--- src/rtl/fetch_sequencer.sv ---
// fetch_sequencer: program-counter controller that launches, steps, branches, stalls and halts ROM fetch
module fetch_sequencer #(
    parameter int D        = 12,
    parameter int P1_START = 0,
    parameter int P2_START = 128,
    parameter int P3_START = 256
) (
    input  logic         clk,
    input  logic         reset_n,
    input  logic         start,
    input  logic [1:0]   prog_sel,
    input  logic         stall,
    input  logic         halt,
    input  logic         branch_en,
    input  logic         branch_rel,
    input  logic [D-1:0] branch_tgt,
    output logic [D-1:0] prog_ctr,
    output logic         fetch_valid,
    output logic         busy,
    output logic         done,
    output logic         sel_err,
    output logic [15:0]  instr_count
);
    typedef enum logic [1:0] {IDLE, RUN, DONE} state_t;
    state_t state;
    logic [D-1:0] start_pc, next_pc;
    logic [15:0] count_inc;
    always_comb begin
        start_pc  = (prog_sel == 2'd1) ? D'(P1_START) : (prog_sel == 2'd2) ? D'(P2_START) : D'(P3_START);
        next_pc   = branch_en ? (branch_rel ? prog_ctr + branch_tgt : branch_tgt) : prog_ctr + D'(1);
        count_inc = (instr_count == 16'hFFFF) ? instr_count : instr_count + 16'd1;
    end
    always_ff @(posedge clk or negedge reset_n) begin
        if (!reset_n) begin
            state       <= IDLE;
            prog_ctr    <= '0;
            instr_count <= '0;
            busy        <= 1'b0;
            done        <= 1'b0;
            fetch_valid <= 1'b0;
            sel_err     <= 1'b0;
        end else if (state == RUN) begin
            // stall freezes everything; halt outranks any branch
            if (!stall) begin
                instr_count <= count_inc;
                if (halt) begin
                    state       <= DONE;
                    busy        <= 1'b0;
                    fetch_valid <= 1'b0;
                    done        <= 1'b1;
                end else begin
                    prog_ctr <= next_pc;
                end
            end
        end else if (start) begin
            if (prog_sel == 2'd0) begin
                sel_err <= 1'b1;
            end else begin
                state       <= RUN;
                prog_ctr    <= start_pc;
                instr_count <= '0;
                busy        <= 1'b1;
                fetch_valid <= 1'b1;
                done        <= 1'b0;
                sel_err     <= 1'b0;
            end
        end
    end
endmodule

--- config.mk ---
export PLATFORM = sky130hd
export DESIGN_NAME = fetch_sequencer
export DESIGN_NICKNAME = d
export VERILOG_FILES = /design/src/rtl/fetch_sequencer.sv
export SDC_FILE = /design/constraint.sdc
export NUM_CORES = 1
export LEC_CHECK = 0
export ABC_AREA = 1
export ABC_CLOCK_PERIOD_IN_PS = 1700
export CAP_MARGIN = 20
export CORE_UTILIZATION = 40
export DETAILED_ROUTE_END_ITERATION = 8
export PLACE_DENSITY = 0.75
export SLEW_MARGIN = 5
export SYNTH_ARGS = -nofsm -noshare
export SYNTH_HDL_FRONTEND = slang
export SYNTH_SLANG_ARGS = --single-unit
--- constraint.sdc ---
create_clock -name clk -period 1.7 [get_ports clk]
set_input_delay 0.51 -clock clk [delete_from_list [all_inputs] [get_ports clk]]
set_output_delay 0.51 -clock clk [all_outputs]
set_load 0.01 [all_outputs]
==> impl_metrics.json <==
{
  "status": "finished with violations",
  "violations": "negative setup slack",
  "rows": 29,
  "drtIter0Drc": 196,
  "grt_pass1_vias": 2916,
  "postLayoutCellArea_um2": 4160,
  "yosysWarningCount": 0,
  "tightestPinTransition_ns": 0.455,
  "finalCritPeriodShare_pct": 104,
  "die_w_um": 82.9,
  "clk_pin_slew_ns": 0.07,
  "gp_congestion": 0.910,
  "crit_chain": "clkdlybuf4s15_2 -> ha_4 -> fa_2 -> nand2_2 -> nand3_2 -> nand4_1 -> a21o_1 -> nand3_1 -> nand2_1 -> nand2_1 -> nand2_1 -> nand2_1",
  "setup_slack_ns": -0.0717,
  "comb_power_share_pct": 64.2,
  "path_class": "input pin to register",
  "clkSinkCount": 31,
  "tns_ns": -0.155,
  "irDropWorstVdd_v": 0.000727,
  "io_buffers": 52,
  "antenna_cells": 0,
  "pin_count": 53,
  "power.internal_uw": 3010,
  "drv_cap": 0,
  "critPathMaxStageDelay_ns": 0.38,
  "path_max_fanout": 2,
  "syn_to_final_growth_pct": 59.0,
  "overflow": 0,
  "p_clk_share_pct": 14.9,
  "remaining_drc_errors": 0,
  "cp_common_cell": "nand2_1",
  "drive_gt1_share_pct": 30.7,
  "clk_path_buf_depth": 2,
  "cts-root-buf": "clkbuf_8",
  "start_util_pct": 41.4,
  "post-dp-hpwl_mm": 5.75,
  "pre_cts_ws_ns": -0.695,
  "power.density_nw_per_um2": 1250,
  "clkLatencyLatePin_ns": 0.29,
  "grt_first_pass_wirelength_mm": 13.3,
  "arrival_ns": 1.96,
  "layout_min_cycle_time_ns": 1.77,
  "synth_top_area_cell": "dfrtp_1",
  "viasPerCell": 5.04,
  "rsz0062_at_grt": "true",
  "wl_per_cell_um": 13.5,
  "grt_max_degree": 32,
  "postSynthCellCount": 387,
  "netlist.area_leader.share_pct": 29.7,
  "hold_viol_final": 0,
  "nFillCells": 554,
  "cts_tree": "built",
  "seq_power_share_pct": 20.9,
  "slew_viol_final": 0,
  "die_h_um": 82.9,
  "via_count": 2981,
  "grt_usage_pct": 23.7,
  "yosysUniqueCellTypes": 41,
  "routed_wl_mm": 7.97,
  "firstDrtPassIters": 4,
  "clock.fmax_ghz": 0.564,
  "startpoint_type": "input pin",
  "nets": 551,
  "final_common_cell": "nand2_1",
  "endpoint_kind": "register",
  "layout_common_cells": "nand2_1 (98), buf_4 (72), inv_1 (45), dlygate4sd2_1 (38), nor2_1 (30)",
  "p_sw_share_pct": 42.1,
  "synth.area.top_cells": "dfrtp_1 (30%), nand2_1 (16%), inv_1 (7.3%)",
  "maxSlewHeadroom_pct": 69.5,
  "syn_nets": 424,
  "p_leak_uw": 0.00225,
  "ys_seq_area_share_pct": 29.7,
  "numCtsBuffers": 5,
  "antenna_found_initial": 0,
  "finalSetupViolCount": 3,
  "skew_ns": 0.00932,
  "whs_ns": 0.521,
  "p_sw_uw": 2190,
  "dieArea_um2": 6860,
  "detail-route-antenna-nets": 0,
  "core_area_um2": 6310,
  "avgSynthCellArea_um2": 6.76,
  "htreeDepth": 2,
  "synth_area_um2": 2620,
  "cpMaxStageDelayCell": "fa_2",
  "placedInstanceArea_um2": 3630,
  "synth-seq-cells": 31,
  "cp_data_required_time_ns": 1.88,
  "hp-class": "register to register"
}
-- layer usage --
metal	GRT usage, %	vias to the layer above	share of wire (%)
met4	7.99	0	2.3
met5	0	-	0
met2	39.6	94	48
met1	30.7	1356	45
li1	-	1514	-
met3	4.37	17	4.9
-- synth_stat cells --
cell      number
nand2_1      110
inv_1         51
nor2_1        33
dfrtp_1       31
nand3_1       27
a21oi_1       23
o21ai_0       21
ha_1          15
nand4_1        9
xnor2_1        7
xor2_1         6
clkbuf_1       4
nor3_1         4
o21ai_1        4
o31ai_1        4
inv_2          3
nand2_2        3
nor2_4         3
a21o_1         2
nand2_4        2
nor4_1         2
o21a_1         2
o21bai_1       2
o22ai_1        2
a211oi_2       1
a21oi_2        1
a31o_2         1
a31oi_1        1
a32o_1         1
buf_2          1
buf_4          1
buf_6          1
clkinv_1       1
fa_1           1
inv_4          1
nand3b_1       1
nor2_2         1
nor2_8         1
nor3_2         1
or2_1          1
or2_2          1
-- power by group through the flow --
| stage | sequential (uW) | clock, uW | combinational [uW] |
|---|---|---|---|
| after floorplan | 1230 | 0 | 1390 |
| after global placement | 1110 | 0 | 2770 |
| after detailed placement | 1120 | 0 | 2830 |
| after CTS | 1090 | 778 | 3100 |
| after global routing | 1110 | 816 | 3660 |
| final | 1090 | 772 | 3340 |
-- final timing paths --
path                       slack (ns)            from  cells after the start             end
max                             -0.07   branch_tgt[0]                     12     prog_ctr[8]
min                              0.52  instr_count[8]                      2  instr_count[8]
max reg2reg                     -0.07     prog_ctr[0]                     11     prog_ctr[8]
min reg2reg                      0.52  instr_count[8]                      2  instr_count[8]
max in group asynchronous        0.92         reset_n                      2  instr_count[0]
min in group asynchronous        0.58         reset_n                      2  instr_count[9]
-- sequential cells by signal (all words and copies together) (netlist names) --
signal	cells
done	1
state	1
sel_err	1
instr_count	16
prog_ctr	12
-- timing repair --
action                     4_1_cts  5_1_grt
setup endpoints to repair       60       34
hold buffers                     0        0
setup buffers                   16        4
resized for setup               83       40
pin swaps                       12       15
-- worst max-delay path: cells and delay by family --
kind,cells,cell delay [ns]
AND/OR/NAND/NOR,8,0.56
adder cells (fa/ha/maj),2,0.55
buffers and inverters,1,0.21
AO/OA/AOI/OAI,1,0.13
-- cells by family (layout without fill, tap and decap cells) --
| group | Yosys count | count (layout) | share of synthesized area (%) |
|---|---|---|---|
| AO/OA/AOI/OAI | 65 | 65 | 14.3 |
| flip-flops | 31 | 31 | 29.7 |
| AND/OR/NAND/NOR | 199 | 199 | 34.1 |
| XOR/XNOR | 13 | 13 | 4.35 |
| adder cells (fa/ha/maj) | 16 | 16 | 7.94 |
| buffers and inverters | 63 | 191 | 9.62 |
-- stage by stage --
stage          instances  total power, uW  util [%]
2_1_floorplan        387             2620         -
3_3_place_gp         564             3880      57.6
3_5_place_dp         564             3940      57.6
4_1_cts              588             4960      63.7
5_1_grt              592             5590      65.9
6_report             592             5200      65.9
-- layout make-up --
| type | instances | area [um^2] | share of cell area (%) |
|---|---|---|---|
| tap | 77 | 96.3 | 2.32 |
| inverter | 56 | 220 | 5.29 |
| sequential | 31 | 783 | 18.8 |
| clock buffer | 6 | 82.6 | 1.99 |
| multi-input combinational | 293 | 1860 | 44.8 |
| clock inverter | 2 | 35.0 | 0.842 |
| timing repair buffer | 127 | 1080 | 25.9 |
No activity file was read; power rests on OpenSTA's default activity.
